## src/rtl/scr1_tcm_arb_pkg.sv

```systemverilog
// Shared types and lane helpers for the single-port TCM arbiter.
// Byte-enable and write-data alignment live here so the checker and top agree on width encoding.
package scr1_tcm_arb_pkg;

  typedef enum logic [1:0] {
    SCR1_MEM_RESP_NOTRDY = 2'b00,
    SCR1_MEM_RESP_RDY_OK = 2'b01,
    SCR1_MEM_RESP_RDY_ER = 2'b10
  } type_scr1_mem_resp_e;

  typedef enum logic [1:0] {
    SCR1_MEM_WIDTH_BYTE  = 2'b00,
    SCR1_MEM_WIDTH_HWORD = 2'b01,
    SCR1_MEM_WIDTH_WORD  = 2'b10,
    SCR1_MEM_WIDTH_ERROR = 2'b11
  } type_scr1_mem_width_e;

  typedef enum logic {
    SCR1_MEM_CMD_RD = 1'b0,
    SCR1_MEM_CMD_WR = 1'b1
  } type_scr1_mem_cmd_e;

  typedef enum logic [1:0] {
    RSP_NONE = 2'b00,
    RSP_IMEM = 2'b01,
    RSP_DMEM = 2'b10
  } rsp_owner_e;

  function automatic logic [3:0] calc_web(input type_scr1_mem_width_e width,
                                          input logic [1:0]           offs);
    case (width)
      SCR1_MEM_WIDTH_BYTE:  return 4'b0001 << offs;
      SCR1_MEM_WIDTH_HWORD: return 4'b0011 << offs;
      SCR1_MEM_WIDTH_WORD:  return 4'b1111;
      default:              return 4'b0000;
    endcase
  endfunction

  function automatic logic [31:0] align_wdata(input type_scr1_mem_width_e width,
                                              input logic [31:0]          wdata);
    case (width)
      SCR1_MEM_WIDTH_BYTE:  return {4{wdata[7:0]}};
      SCR1_MEM_WIDTH_HWORD: return {2{wdata[15:0]}};
      default:              return wdata;
    endcase
  endfunction

endpackage

```

## src/rtl/scr1_tcm_req_chk.sv

```systemverilog
// Combinational range/alignment/width check on the granted request.
// Zero latency; no state, no flow control.
module scr1_tcm_req_chk
  import scr1_tcm_arb_pkg::*;
#(
  parameter int          AW            = 16,
  parameter logic [31:0] SCR1_TCM_BASE = 32'h00480000
) (
  input  logic [31:AW]         addr_hi,
  input  logic [1:0]           addr_lo,
  input  type_scr1_mem_width_e width,
  output logic                 err
);

  localparam logic [31:0] BASE_W = SCR1_TCM_BASE;

  logic misalign;

  always_comb begin
    misalign = 1'b0;
    case (width)
      SCR1_MEM_WIDTH_HWORD: misalign = addr_lo[0];
      SCR1_MEM_WIDTH_WORD:  misalign = |addr_lo;
      default:              misalign = 1'b0;
    endcase
  end

  assign err = (addr_hi != BASE_W[31:AW]) | misalign | (width == SCR1_MEM_WIDTH_ERROR);

endmodule

```

## src/rtl/scr1_tcm_sp_arb.sv

```systemverilog
// Shares one single-port TCM between fetch and data ports: combinational ack, one access per cycle,
// registered response next cycle; dmem has priority until imem has been blocked STARVE_LIMIT times.
module scr1_tcm_sp_arb
  import scr1_tcm_arb_pkg::*;
#(
  parameter logic [31:0] SCR1_TCM_SIZE = 32'h00010000,
  parameter logic [31:0] SCR1_TCM_BASE = 32'h00480000,
  parameter int          STARVE_LIMIT  = 4,
  localparam int         AW            = $clog2(SCR1_TCM_SIZE)
) (
  input  logic          clk,
  input  logic          rst_n,
  input  logic          imem_req,
  input  logic [31:0]   imem_addr,
  output logic          imem_req_ack,
  output logic [31:0]   imem_rdata,
  output logic [1:0]    imem_resp,
  input  logic          dmem_req,
  input  logic          dmem_cmd,
  input  logic [1:0]    dmem_width,
  input  logic [31:0]   dmem_addr,
  input  logic [31:0]   dmem_wdata,
  output logic          dmem_req_ack,
  output logic [31:0]   dmem_rdata,
  output logic [1:0]    dmem_resp,
  output logic          mem_rena,
  output logic          mem_wena,
  output logic [3:0]    mem_web,
  output logic [AW-3:0] mem_addr,
  output logic [31:0]   mem_wdata,
  input  logic [31:0]   mem_qa
);

  logic                 grant_imem;
  logic                 grant_dmem;
  logic                 grant_any;
  logic                 win_wr;
  logic [31:0]          win_addr;
  type_scr1_mem_width_e win_width;
  logic                 req_err;
  logic [3:0]           starve_cnt;

  rsp_owner_e           rsp_owner;
  logic                 rsp_err;
  logic                 rsp_read;
  logic                 rsp_rd_ok;

  always_comb begin
    grant_imem = imem_req & (~dmem_req | (starve_cnt == 4'(STARVE_LIMIT)));
    grant_dmem = dmem_req & ~grant_imem;
    grant_any  = grant_imem | grant_dmem;
    win_addr   = grant_imem ? imem_addr : dmem_addr;
    // Fetches are always word reads, so they share the word alignment rule.
    win_width  = grant_imem ? SCR1_MEM_WIDTH_WORD : type_scr1_mem_width_e'(dmem_width);
    win_wr     = grant_dmem & (dmem_cmd == SCR1_MEM_CMD_WR);
  end

  scr1_tcm_req_chk #(
    .AW            (AW),
    .SCR1_TCM_BASE (SCR1_TCM_BASE)
  ) u_req_chk (
    .addr_hi (win_addr[31:AW]),
    .addr_lo (win_addr[1:0]),
    .width   (win_width),
    .err     (req_err)
  );

  always_comb begin
    mem_rena  = grant_any & ~req_err & ~win_wr;
    mem_wena  = grant_any & ~req_err & win_wr;
    mem_web   = mem_wena ? calc_web(win_width, win_addr[1:0]) : 4'b0000;
    mem_addr  = (mem_rena | mem_wena) ? win_addr[AW-1:2] : '0;
    mem_wdata = mem_wena ? align_wdata(win_width, dmem_wdata) : '0;
  end

  assign imem_req_ack = grant_imem;
  assign dmem_req_ack = grant_dmem;

  always_ff @(posedge clk or negedge rst_n) begin
    if (!rst_n) begin
      starve_cnt <= 4'd0;
    end else if (grant_dmem & imem_req) begin
      starve_cnt <= starve_cnt + 4'd1;
    end else begin
      starve_cnt <= 4'd0;
    end
  end

  always_ff @(posedge clk or negedge rst_n) begin
    if (!rst_n) begin
      rsp_owner <= RSP_NONE;
      rsp_err   <= 1'b0;
      rsp_read  <= 1'b0;
    end else begin
      rsp_owner <= grant_imem ? RSP_IMEM : (grant_dmem ? RSP_DMEM : RSP_NONE);
      rsp_err   <= grant_any & req_err;
      rsp_read  <= grant_any & ~win_wr;
    end
  end

  assign rsp_rd_ok = ~rsp_err & rsp_read;

  always_comb begin
    imem_resp  = SCR1_MEM_RESP_NOTRDY;
    dmem_resp  = SCR1_MEM_RESP_NOTRDY;
    imem_rdata = '0;
    dmem_rdata = '0;
    if (rsp_owner == RSP_IMEM) begin
      imem_resp  = rsp_err ? SCR1_MEM_RESP_RDY_ER : SCR1_MEM_RESP_RDY_OK;
      imem_rdata = rsp_rd_ok ? mem_qa : '0;
    end
    if (rsp_owner == RSP_DMEM) begin
      dmem_resp  = rsp_err ? SCR1_MEM_RESP_RDY_ER : SCR1_MEM_RESP_RDY_OK;
      dmem_rdata = rsp_rd_ok ? mem_qa : '0;
    end
  end

endmodule

```

## config.mk

```make
export PLATFORM = sky130hd
export DESIGN_NAME = scr1_tcm_sp_arb
export DESIGN_NICKNAME = d
export VERILOG_FILES = /design/src/rtl/scr1_tcm_arb_pkg.sv /design/src/rtl/scr1_tcm_req_chk.sv /design/src/rtl/scr1_tcm_sp_arb.sv
export SDC_FILE = /design/constraint.sdc
export NUM_CORES = 1
export LEC_CHECK = 0
export CAP_MARGIN = 15
export CORE_MARGIN = 10
export CORE_UTILIZATION = 25
export DETAILED_ROUTE_END_ITERATION = 12
export PLACE_DENSITY = 0.86
export SYNTH_ARGS = -nofsm -noshare
export SYNTH_HDL_FRONTEND = slang
export SYNTH_SLANG_ARGS = --single-unit
```

## constraint.sdc

```tcl
create_clock -name clk -period 6.7 [get_ports clk]
set_input_delay 2.01 -clock clk [delete_from_list [all_inputs] [get_ports clk]]
set_output_delay 2.01 -clock clk [all_outputs]
set_load 0.005 [all_outputs]
```

==> results of run 1 <==
## placed cells by master, fill, tap and decap left out, drive strengths merged, types with 2 or more instances in the layout
cell type | Yosys | routed
ha | 6 | 6
nor2b | 2 | 2
buf | 6 | 44
clkdlybuf4s50 | 0 | 203
mux2i | 16 | 16
nand2 | 12 | 12
and2 | 65 | 65
nand3 | 2 | 2
and3 | 9 | 9
a21oi | 8 | 8
nor3 | 37 | 37
clkdlybuf4s15 | 0 | 2
inv | 6 | 6
dlygate4sd2 | 0 | 29
and4b | 3 | 3
dfrtp | 8 | 8
nor2 | 35 | 35
nand4 | 2 | 2
a32oi | 7 | 7
a2111oi | 3 | 3
o21ai | 2 | 2
nor4 | 11 | 11
clkbuf | 18 | 4
a221oi | 8 | 8
or4b | 2 | 2
nand2b | 3 | 3
## routing by layer
layer	vias to the layer above	part of all wire [%]	GRT usage, %
li1	1519	-	-
met1	1374	34	16.7
met2	174	52	36.5
met3	8	13	8.98
met4	0	0.94	4.16
met5	-	0	0
## where the power goes
| part | internal [mW] | total, mW | leakage, nW | switching [mW] |
|---|---|---|---|---|
| Sequential | 0.0505 | 0.0516 | 0.101 | 0.00113 |
| Combinational | 0.107 | 0.170 | 1.92 | 0.0625 |
| Clock | 0.0389 | 0.0577 | 0.0216 | 0.0189 |
## path summary, 6_finish.rpt
path	from	end	slack, ns
min in group asynchronous	rst_n	starve_cnt[3]	2.05
max in group asynchronous	rst_n	rsp_read	4.39
hold / removal	starve_cnt[0]	starve_cnt[0]	0.49
hold reg to reg	starve_cnt[0]	starve_cnt[0]	0.49
setup reg to reg	starve_cnt[0]	rsp_err	4.01
setup / recovery	dmem_req	mem_addr[1]	0.10
## layout make-up
type | count | area share, %
inverters | 7 | 0.589
repair buffers | 281 | 56.5
well taps | 99 | 2.65
clock buffers | 3 | 0.883
flip-flops and latches | 8 | 4.28
multi-input cells | 242 | 35.1
## registers in the layout (all words and copies together), names as in the netlist
signal and cells:
rsp_owner 2, starve_cnt 4, rsp_err 1, rsp_read 1
## worst max-delay path, cell delays in order
cell             delay [ns]
clkdlybuf4s50_1        0.41
and2b_4                0.32
nor2_8                 0.04
nand2_1                0.09
inv_1                  0.08
ha_2                   0.20
nand2_1                0.06
nor3_1                 0.05
a311o_1                0.32
a32o_2                 0.34
buf_4                  0.17
buf_4                  0.16
nor3_1                 0.19
buf_2                  0.15
## through the flow
stage	area, µm²	utilization [%]	TNS, ns	worst slack [ns]	hold WS [ns]
floorplan	1900	-	0	0.350	0.454
CTS	4650	63.4	-0.189	-0.0930	0.497
finish	4670	63.8	0	0.104	0.494
detailed placement	4660	63.6	-16.62	-0.426	0.494
global placement	4660	63.6	-11.27	-0.280	0.471
global route	4670	63.8	-0.0989	-0.0256	0.521
## what timing repair did
action                                  4_1_cts  5_1_grt
pin swaps                                     2        1
setup buffers                                 1        2
resized for setup                           124       10
endpoints found under the setup margin       52       49
## cells by family after synthesis
group	count (synthesis)	synth area share, %
buffers and inverters	31	7.05
multiplexers	16	8.43
AO/OA/AOI/OAI	32	13.0
AND/OR/NAND/NOR	186	56.1
adder cells (fa/ha/maj)	6	3.95
flip-flops	8	10.5
XOR/XNOR	2	0.922
==> flow_summary.yaml, run 1 <==
setup_path:
  critPathMaxFanout: 8
  worstSetupStartpointType: "primary input"
  arrival_ns: 4.59
  worstSetupPathType: "primary input to output pin"
  rr_worst_depth: 14
  required_ns: 4.69
  end_kind: "output pin"
yosys:
  syn_avg_cell_area_um2: 6.76
  async_reset_ff_share_pct: 100
  ys_warn_count: 0
  synth_cells: 281
  synth_edf_count: 0
  synth_top_cell_by_area: "and2_1"
  synth_common_cells: "and2_1 (65), nor3_1 (37), nor2_1 (34), clkbuf_1 (18), mux2i_1 (16)"
  synthTopCellsByArea: "and2_1 (21%), dfrtp_1 (11%), nor3_1 (9.7%), mux2i_1 (8.4%), nor2_1 (6.7%)"
  synth_cell_types: 39
  syn_area_mm2: 0.00190
  synth_most_common_cell: "and2_1"
  ys.flop_type: "dfrtp_1"
  ys_ff_latch: 8
  ys_seq_area_share_pct: 10.5
  netlist.area_leader.share_pct: 21.4
  syn_nets: 422
floorplan:
  ios: 257
  core_area_mm2: 0.00733
  die_area_mm2: 0.0115
  rows: 31
  die_h_um: 107
  die_w_um: 107
  start_util_pct: 25.9
outcome:
  status: "complete, no violations"
sta:
  fmax_mhz: 152
  slew_violations: 0
  slew_headroom_pct: 64.3
  worstMarginPinSlew_ns: 0.536
  skew_ns: 0.00230
  setup_viol: 0
  finalCriticalPeriod_ns: 6.60
  hold_viol_final: 0
  fin_crit_sh_pct: 98.4
place:
  place.gp.congestion: 0.813
  placedCellCount: 634
  portBuffers: 256
  dpl.hpwl_um: 10600
cells_and_area:
  fin_cells: 640
  syn_to_final_growth_pct: 146
  final_nets: 684
  regArea_um2: 200
  drive_gt1_share_pct: 13.7
  fill_cells: 645
  n_antenna_cell: 0
  multi_input_area_mm2: 0.00164
route:
  first_pass_iters: 4
  ant_nets: 0
  drtIter0Drc: 89
  drt-wirelength-per-cell_um: 18.4
  drc_errors: 0
  finalWirelength_um: 11800
  viasPerCell: 4.80
  via_count: 3075
clocking:
  clock_sinks: 8
  h-tree-depth: 1
  cts-root-buf: "clkbuf_8"
  cts-hold-fix-buffers: 0
  cts_buffer_depth: 2
  cts_tree: "done"
  clkSlewWorstSetupHoldPaths_ns: 0.04
  cts-buffers-inserted: 3
  clk_latency_ns: 0.23
pwr:
  power_mw: 0.279
  p_leak_nw: 2.04
  vdd_drop_max_v: 0.0000355
  p_per_area_mw_per_mm2: 59.7
grt:
  grt_max_degree: 33
  grt_usage_pct: 18.6
  antenna_found_initial: 0
  grt-ovfl-total: 0
  grt_pass1_wl_um: 17500
  first_global_vias: 3345
job:
  drv_cap: 0
min_path:
  hold_depth: 1
  hold_path_class: "flop to flop"
Note: power is estimated with default switching activity, not from simulation.
==> inputs of run 2 (changes only) <==
PLACE_DENSITY = default   (was 0.86)
PLACE_DENSITY_LB_ADDON = 0.25   (was default)
==> run 2 against run 1 <==
  * Sequential share of layout area fell by 0.058 points
  * First-iteration DRC count increased by 62%
  * Die area is the same
  * Clock-buffer cell count stayed put
  * Final area up 1.4%
  * Routed wire length rose by 4.0%
  * Power shrank 0.95%
  * Register-to-register slack better by 0.16 ns
  * Non-clock buffer count is 1 lower
  * Clock power decreased by 4.9%
  * Clock skew shrank 0.0017 ns
  * Critical endpoint is now mem_addr[5]
  * Final cell count down 0.16%
==> flow_summary.yaml, run 2 (synthesis gave the netlist of run 1 again) <==
setup_path:
  arrival_ns: 4.49
  end_kind: "output pin"
  required_ns: 4.69
  critPathMaxFanout: 10
  worstSetupPathType: "primary input to output pin"
  worstSetupStartpointType: "primary input"
cells_and_area:
  layout_common_cells: "clkdlybuf4s50_1 (202), and2_1 (65), dlygate4sd2_1 (37)"
  final_nets: 683
  syn_to_final_growth_pct: 149
  regArea_um2: 200
  layout_commonest_cell: "clkdlybuf4s50_1"
  top_regs: "starve_cnt x4, rsp_owner x2"
  fill_cells: 656
  drive_gt1_share_pct: 12.6
  n_antenna_cell: 0
  multi_input_area_mm2: 0.00169
  largest_reg_flops: 4
  final_util_pct: 64.6
  top_register: "starve_cnt"
sta:
  hold_ws_ns: 0.503
  worstMarginPinSlew_ns: 0.712
  slew_violations: 0
  hold_viol_final: 0
  worst_slack_ns: 0.203
  setup_tns_ns: 0
  slew_headroom_pct: 52.4
  rsz0062_at_grt: "false"
  finalCriticalPeriod_ns: 6.50
  fmax_mhz: 154
  fin_crit_sh_pct: 97.0
  skew_ns: 0.000620
  setup_viol: 0
pwr:
  p_seq_share_pct: 18.7
  power.share.clock_pct: 19.9
  vdd_drop_max_v: 0.0000359
  comb_power_share_pct: 61.4
  swShare_pct: 29.5
  p_leak_nw: 2.04
  netSwitchingPower_mw: 0.0815
  internal_power_mw: 0.195
  p_per_area_mw_per_mm2: 58.4
grt:
  grt_usage_pct: 19.1
  grt_pass1_wl_um: 17600
  first_global_vias: 3165
  antenna_found_initial: 0
  grt_max_degree: 33
  grt-ovfl-total: 0
job:
  drv_cap: 0
route:
  finalWirelength_um: 12300
  drtIter0Drc: 144
  via_count: 3092
  drt-wirelength-per-cell_um: 19.2
  first_pass_iters: 4
  viasPerCell: 4.84
  drc_errors: 0
  ant_nets: 0
clocking:
  cts_tree: "done"
  cts-hold-fix-buffers: 0
  clock_sinks: 8
  clkSlewWorstSetupHoldPaths_ns: 0.04
  cts-buffers-inserted: 3
  cts_buffer_depth: 2
  clk_latency_ns: 0.22
  h-tree-depth: 1
  cts-root-buf: "clkbuf_8"
floorplan:
  ios: 257
  die_h_um: 107
  rows: 31
  die_w_um: 107
  core_area_mm2: 0.00733
  die_area_mm2: 0.0115
  start_util_pct: 25.9
place:
  dp_slack_ns: -0.580
  portBuffers: 256
  place.gp.congestion: 0.806
  dpl.hpwl_um: 10800
min_path:
  hold_path_class: "flop to flop"
outcome:
  status: "complete, no violations"
## run 2: cell types whose count changed in the layout (fill, tap and decap cells not counted), moves of 2 or more
cell	previous run	this run
a2111oi_2	3	0
a2111oi_4	0	2
buf_2	19	5
clkbuf_2	1	7
dlygate4sd2_1	29	37
nor3_1	33	29
nor3_2	3	5
nor3_4	1	3
nor4_1	2	4
nor4_2	9	6
## run 2: worst paths after layout
| path | depth (start not counted) | from | endpoint | slack [ns] |
|---|---|---|---|---|
| worst max-delay path | 11 | dmem_width[1] | mem_addr[5] | 0.20 |
| worst min-delay path | 1 | starve_cnt[0] | starve_cnt[0] | 0.50 |
| worst max register to register | 13 | starve_cnt[0] | rsp_err | 4.17 |
| worst min register to register | 1 | starve_cnt[0] | starve_cnt[0] | 0.50 |
| max in group asynchronous | 1 | rst_n | rsp_err | 4.38 |
| min in group asynchronous | 1 | rst_n | rsp_owner[1] | 2.06 |
## run 2: area by class of cell
class / count / share of cell area, %
timing repair buffer: 280 / 56.0
tap: 99 / 2.61
inverter: 7 / 0.581
sequential: 8 / 4.22
clock buffer: 3 / 0.871
multi-input combinational: 242 / 35.7
## run 2: power groups by stage
stage / sequential [mW] / combinational [mW] / clock, mW
floorplan: 0.0520 / 0.0499 / 0
global placement: 0.0522 / 0.161 / 0
detailed placement: 0.0523 / 0.164 / 0
CTS: 0.0517 / 0.167 / 0.0566
global route: 0.0520 / 0.183 / 0.0595
finish: 0.0517 / 0.170 / 0.0549
## run 2: metal layers
layer	part of all wire [%]	track usage, %	vias to the layer above	wire length, µm
met2	52	36.7	173	6400
met1	35	18.2	1396	4270
met5	0	0	-	0
met4	0.62	3.09	0	76
met3	12	8.86	8	1510
li1	-	-	1515	-
## run 2: what timing repair did
item / in CTS / in global routing
buffers inserted: 3 / 1
pin swaps: 3 / 2
endpoints found under the setup margin: 52 / 47
resized for setup: 78 / 33
## run 2: critical path: stages
cell	delay, ns
clkdlybuf4s50_1	0.48
nor3_4	0.24
clkinv_2	0.10
buf_4	0.14
ha_1	0.17
a311o_1	0.27
a32o_2	0.32
buf_4	0.16
buf_4	0.18
nor3_4	0.18
clkdlybuf4s15_2	0.23
## run 2: per-stage QoR
step / instance area (µm²) / power [mW] / std cells
after floorplan: 1900 / 0.102 / 281
after global placement: 4650 / 0.214 / 632
after detailed placement: 4650 / 0.216 / 632
after CTS: 4700 / 0.275 / 638
after global routing: 4740 / 0.294 / 639
final: 4740 / 0.277 / 639
